[src/rtl/shift_engine.sv]
// Multi-mode shift engine: loads a word, then performs `count` single-bit
// logical/rotate/arithmetic shifts (one per cycle) with busy/done status.
module shift_engine #(
    parameter int WIDTH = 8,
    parameter int CW    = $clog2(WIDTH) + 1
) (
    input  logic             clk,
    input  logic             rst,
    input  logic             start,
    input  logic             load,
    input  logic             abort,
    input  logic [WIDTH-1:0] data,
    input  logic [CW-1:0]    count,
    input  logic             dir,
    input  logic [1:0]       mode,
    input  logic             ser_in,
    output logic [WIDTH-1:0] q,
    output logic             ser_out,
    output logic             busy,
    output logic             done
);

    typedef enum logic [1:0] {
        S_IDLE  = 2'd0,
        S_SHIFT = 2'd1,
        S_DONE  = 2'd2
    } state_t;

    state_t           state_q, state_d;
    logic [WIDTH-1:0] q_q, q_d;
    logic [CW-1:0]    rem_q, rem_d;
    logic             dir_q, dir_d;
    logic [1:0]       mode_q, mode_d;
    logic             ser_out_q, ser_out_d;

    logic             fill;
    logic [WIDTH-1:0] shifted;

    always_comb begin
        fill = ser_in;
        case (mode_q)
            2'b01:   fill = dir_q ? q_q[0] : q_q[WIDTH-1];
            2'b10:   fill = dir_q ? q_q[WIDTH-1] : 1'b0;
            default: fill = ser_in;
        endcase
        shifted = dir_q ? {fill, q_q[WIDTH-1:1]} : {q_q[WIDTH-2:0], fill};
    end

    always_comb begin
        state_d   = state_q;
        q_d       = q_q;
        rem_d     = rem_q;
        dir_d     = dir_q;
        mode_d    = mode_q;
        ser_out_d = ser_out_q;

        if (abort) begin
            // Abort freezes q/ser_out and drops back without a done pulse.
            state_d = S_IDLE;
        end else begin
            case (state_q)
                S_SHIFT: begin
                    q_d       = shifted;
                    ser_out_d = dir_q ? q_q[0] : q_q[WIDTH-1];
                    rem_d     = rem_q - 1'b1;
                    if (rem_q == CW'(1)) begin
                        state_d = S_DONE;
                    end
                end
                default: begin
                    if (start) begin
                        q_d     = data;
                        rem_d   = count;
                        dir_d   = dir;
                        mode_d  = mode;
                        state_d = (count == '0) ? S_DONE : S_SHIFT;
                    end else if (load) begin
                        q_d     = data;
                        state_d = S_IDLE;
                    end else begin
                        state_d = S_IDLE;
                    end
                end
            endcase
        end
    end

    always_ff @(posedge clk) begin
        if (rst) begin
            state_q   <= S_IDLE;
            q_q       <= '0;
            rem_q     <= '0;
            dir_q     <= 1'b0;
            mode_q    <= 2'b00;
            ser_out_q <= 1'b0;
        end else begin
            state_q   <= state_d;
            q_q       <= q_d;
            rem_q     <= rem_d;
            dir_q     <= dir_d;
            mode_q    <= mode_d;
            ser_out_q <= ser_out_d;
        end
    end

    assign q       = q_q;
    assign ser_out = ser_out_q;
    assign busy    = (state_q == S_SHIFT);
    assign done    = (state_q == S_DONE);

endmodule

[config.mk]
export PLATFORM = sky130hd
export DESIGN_NAME = shift_engine
export DESIGN_NICKNAME = d
export VERILOG_FILES = /design/src/rtl/shift_engine.sv
export SDC_FILE = /design/constraint.sdc
export NUM_CORES = 1
export LEC_CHECK = 0
export ABC_AREA = 1
export CAP_MARGIN = 20
export CORE_UTILIZATION = 28
export DETAILED_ROUTE_END_ITERATION = 10
export GPL_TIMING_DRIVEN = 0
export MAX_ROUTING_LAYER = met4
export PLACE_DENSITY = 0.65
export SYNTH_ARGS = -nofsm -noshare
export SYNTH_HDL_FRONTEND = slang
export SYNTH_SLANG_ARGS = --single-unit
[constraint.sdc]
create_clock -name clk -period 1.4 [get_ports clk]
set_clock_uncertainty 0.2 [all_clocks]
set_input_delay 0.21 -clock clk [delete_from_list [all_inputs] [get_ports clk]]
set_output_delay 0.21 -clock clk [all_outputs]
set_load 0.05 [all_outputs]
==> run_summary.xml <==
<?xml version="1.0" encoding="UTF-8"?>
<metrics>
  <group name="power">
    <metric name="part_of_the_total_power_dissipated_in_the_clock_network" unit="%">26.7</metric>
    <metric name="power_density" unit="nW/um^2">906</metric>
    <metric name="cellLeakagePower" unit="nW">0.688</metric>
    <metric name="power.sequential.fraction" unit="%">42.6</metric>
    <metric name="worst_ir_drop_vdd" unit="uV">584</metric>
    <metric name="switching_share" unit="%">33.7</metric>
    <metric name="power_frac_comb" unit="%">30.7</metric>
    <metric name="cellInternalPower" unit="uW">913</metric>
    <metric name="switchingPower" unit="uW">464</metric>
  </group>
  <group name="job">
    <metric name="cap_violations" unit="">0</metric>
  </group>
  <group name="detailed_routing">
    <metric name="drt_first_pass_iters" unit="">4</metric>
    <metric name="routed_wire_length_per_instance" unit="um">11.0</metric>
    <metric name="viasPerCell" unit="">4.50</metric>
    <metric name="drt-total-wl" unit="um">2690</metric>
    <metric name="first_iter_violations" unit="">50</metric>
    <metric name="residual_drc" unit="">0</metric>
    <metric name="route.antenna.remaining_nets" unit="">0</metric>
    <metric name="num_vias" unit="">1097</metric>
  </group>
  <group name="logic_synthesis">
    <metric name="synth_top_area_share" unit="%">34.4</metric>
    <metric name="share_of_synthesized_area_occupied_by_flip_flops_and_latches" unit="%">34.4</metric>
    <metric name="synth_edf_count" unit="">0</metric>
    <metric name="yosysUniqueCellTypes" unit="">22</metric>
    <metric name="synth.top_cells.by_area" unit="">dfxtp_1, nand2_1, o21ai_0</metric>
    <metric name="synth_adder_area_share" unit="%">4.78</metric>
    <metric name="post_synth_xor_area_fraction" unit="%">0.837</metric>
    <metric name="synth.cell_area" unit="um^2">1050</metric>
    <metric name="postSynthAreaPerCell" unit="um^2">6.58</metric>
    <metric name="ys.warnings.count" unit="">0</metric>
    <metric name="yosys_register_bits" unit="">18</metric>
    <metric name="netlist.top_cell.by_area" unit="">dfxtp_1</metric>
    <metric name="cells_after_synthesis" unit="">159</metric>
    <metric name="async_flop_share" unit="%">0</metric>
    <metric name="mappedNetlistNets" unit="">184</metric>
    <metric name="largest_family_of_logic_cells_by_synthesized_area" unit="">simple AND/OR/NAND/NOR gates</metric>
    <metric name="yosys.area_share.simple" unit="%">26.4</metric>
    <metric name="area_fraction_in_compound_gates_after_synthesis" unit="%">23.1</metric>
    <metric name="synth.area.mux_share" unit="%">0</metric>
    <metric name="synth_flop_cell" unit="">dfxtp_1</metric>
  </group>
  <group name="hold_path">
    <metric name="timing.hold.worst.class" unit="">in2reg</metric>
  </group>
  <group name="place">
    <metric name="finalWeightedCongestion" unit="">0.876</metric>
    <metric name="detailedPlacementHpwl" unit="um">1950</metric>
    <metric name="number_of_buffers_inserted_by_port_buffering" unit="">31</metric>
  </group>
  <group name="sta">
    <metric name="setup-violations-final" unit="">2</metric>
    <metric name="finalWorstPathRequiredPeriod" unit="ps">1420</metric>
    <metric name="rsz0062_at_grt" unit="">yes</metric>
    <metric name="slew_violations" unit="">0</metric>
    <metric name="finalSetupTns" unit="ps">-40.2</metric>
    <metric name="maxClockFrequency" unit="MHz">704</metric>
    <metric name="worst-slew-pin-transition" unit="ps">279</metric>
    <metric name="finalCritPeriodShare" unit="%">101</metric>
    <metric name="timing.final.ws_setup" unit="ps">-20.3</metric>
    <metric name="timing_hold_violations_final" unit="">0</metric>
    <metric name="finalHoldWorstSlack" unit="ps">140</metric>
    <metric name="relative_max_transition_margin" unit="%">81.5</metric>
  </group>
  <group name="run_status">
    <metric name="violations" unit="">setup timing</metric>
    <metric name="run_status" unit="">finished, violations left</metric>
  </group>
  <group name="clock_network">
    <metric name="cts_tree" unit="">built</metric>
    <metric name="worst_setup_hold_path_clk_slew" unit="ps">70</metric>
    <metric name="clk_latency" unit="ps">250</metric>
    <metric name="cts.sink_count" unit="">18</metric>
    <metric name="clock_path_buffers" unit="">2</metric>
    <metric name="number_of_cts_inserted_buffers" unit="">3</metric>
    <metric name="cts_root_buffer" unit="">clkbuf_8</metric>
    <metric name="cts_max_level" unit="">1</metric>
  </group>
  <group name="global_routing">
    <metric name="global_route_wire_length_before_repair" unit="um">4780</metric>
    <metric name="grt_antenna_before_repair" unit="">0</metric>
    <metric name="grt_max_degree" unit="">11</metric>
    <metric name="vias_in_the_first_global_route" unit="">1077</metric>
    <metric name="overflow" unit="">0</metric>
    <metric name="gr-usage-all-layers" unit="%">15.2</metric>
  </group>
  <group name="layout">
    <metric name="fillCellCount" unit="">384</metric>
    <metric name="nNetsFinal" unit="">225</metric>
    <metric name="sequential_cell_area" unit="um^2">367</metric>
    <metric name="multi_input_logic_area" unit="um^2">612</metric>
    <metric name="layout-drive-gt1-share" unit="%">24.7</metric>
    <metric name="antenna_cells" unit="">0</metric>
    <metric name="area.growth.synth_to_final" unit="%">45.3</metric>
  </group>
  <group name="die">
    <metric name="dieArea" unit="um^2">3980</metric>
    <metric name="core_area" unit="um^2">3470</metric>
    <metric name="pin_count" unit="">32</metric>
    <metric name="die_w" unit="um">63.1</metric>
    <metric name="floorplan.rows" unit="">21</metric>
    <metric name="initial_core_util" unit="%">30.2</metric>
    <metric name="fp.dieH" unit="um">63.1</metric>
  </group>
  <group name="setup_path">
    <metric name="criticalPathCategory" unit="">reg2reg</metric>
    <metric name="critical_path.max_fanout" unit="">2</metric>
    <metric name="worst-endpoint-required" unit="ps">1340</metric>
    <metric name="critical_path.startpoint_type" unit="">flip-flop</metric>
    <metric name="setup.worst_path.end_class" unit="">flip-flop</metric>
    <metric name="arrival" unit="ps">1360</metric>
  </group>
</metrics>
cells in the mapped netlist (2+ instances only):
master	n
buf_4	2
nand2_2	2
inv_1	15
nand3_1	6
nand2_4	2
nand2_1	30
inv_2	6
o21ai_0	22
dfxtp_1	18
a21oi_1	15
ha_1	4
o21ai_1	5
a21oi_2	2
nor2_1	22
critical path, stage by stage, from the launching register on:
cell     delay, ps
dfxtp_2        330
inv_2           50
ha_4           250
inv_2           30
or2_4          220
nand2_2         60
nand2_1         50
nand2_1         70
a21oi_2         50
sequential cells by signal, indices dropped and copies added, names as in the netlist:
| name | count |
|---|---|
| mode_q | 2 |
| dir_q | 1 |
| ser_out | 1 |
| q | 8 |
| rem_q | 4 |
| state_q | 2 |
cell type report:
class	count	area share [%]
multi-input cells	115	40.2
flip-flops and latches	18	24.1
repair buffers	36	21.4
inverters	22	6.09
well taps	46	3.79
clock buffers	3	2.72
plain buffers	4	1.65
cells by family after synthesis:
| family | Yosys count |
|---|---|
| AOI/OAI and AO/OA | 46 |
| xor gates and xnor gates | 1 |
| buffers and inverters | 26 |
| adders and majority gates | 4 |
| and+or+nand+nor | 64 |
| DFF | 18 |
routing by layer:
| metal | global-route usage, % | wire [um] |
|---|---|---|
| met5 | - | 0 |
| met4 | 2.62 | 14 |
| met3 | 3.80 | 143 |
| met2 | 22.8 | 1240 |
| met1 | 20.7 | 1300 |
power by group through the flow:
stage / Combinational, mW / Clock (mW) / Sequential [mW]
finish: 0.422 / 0.368 / 0.587
global route: 0.471 / 0.400 / 0.592
CTS: 0.407 / 0.380 / 0.586
detailed placement: 0.415 / 0 / 0.598
global placement: 0.413 / 0 / 0.598
floorplan: 0.191 / 0 / 0.668
per-stage QoR:
step           cells  area (um^2)  total power, mW  utilization (%)  setup WS [ps]
2_1_floorplan    159         1060            0.859                -           4.75
3_3_place_gp     236         1430             1.01             41.3           -406
3_5_place_dp     236         1430             1.01             41.3           -423
4_1_cts          240         1460             1.37             42.0          -38.5
5_1_grt          244         1520             1.46             43.8          -82.5
6_report         244         1520             1.38             43.8          -20.3
worst paths after layout:
path                  start    endpoint  slack, ps  cells past startpoint
setup / recovery  mode_q[0]        q[7]        -20                      8
hold / removal        start  state_q[0]        140                      3
setup reg to reg  mode_q[0]        q[7]        -20                      8
hold reg to reg     ser_out     ser_out        280                      2
timing repair:
action                     in CTS  in global routing
hold buffers                    0                  0
pin swaps                       3                  1
setup buffers                   1                  4
setup endpoints to repair      23                 18
resized for setup              54                 18
placed cells by master (no fill, tap or decap), types with 2 or more instances in the layout:
cell and instances:
a21oi_1 15, a21oi_2 2, buf_2 10, buf_4 6
clkbuf_8 3, clkdlybuf4s50_1 18, dfxtp_1 13, dfxtp_2 5
dlymetal6s2s_1 2, ha_1 3, inv_1 12, inv_2 8
nand2_1 29, nand2_2 2, nand2_4 3, nand3_1 6
nor2_1 22, o21ai_0 20, o21ai_1 7
No activity file was read; power rests on OpenSTA's default activity.
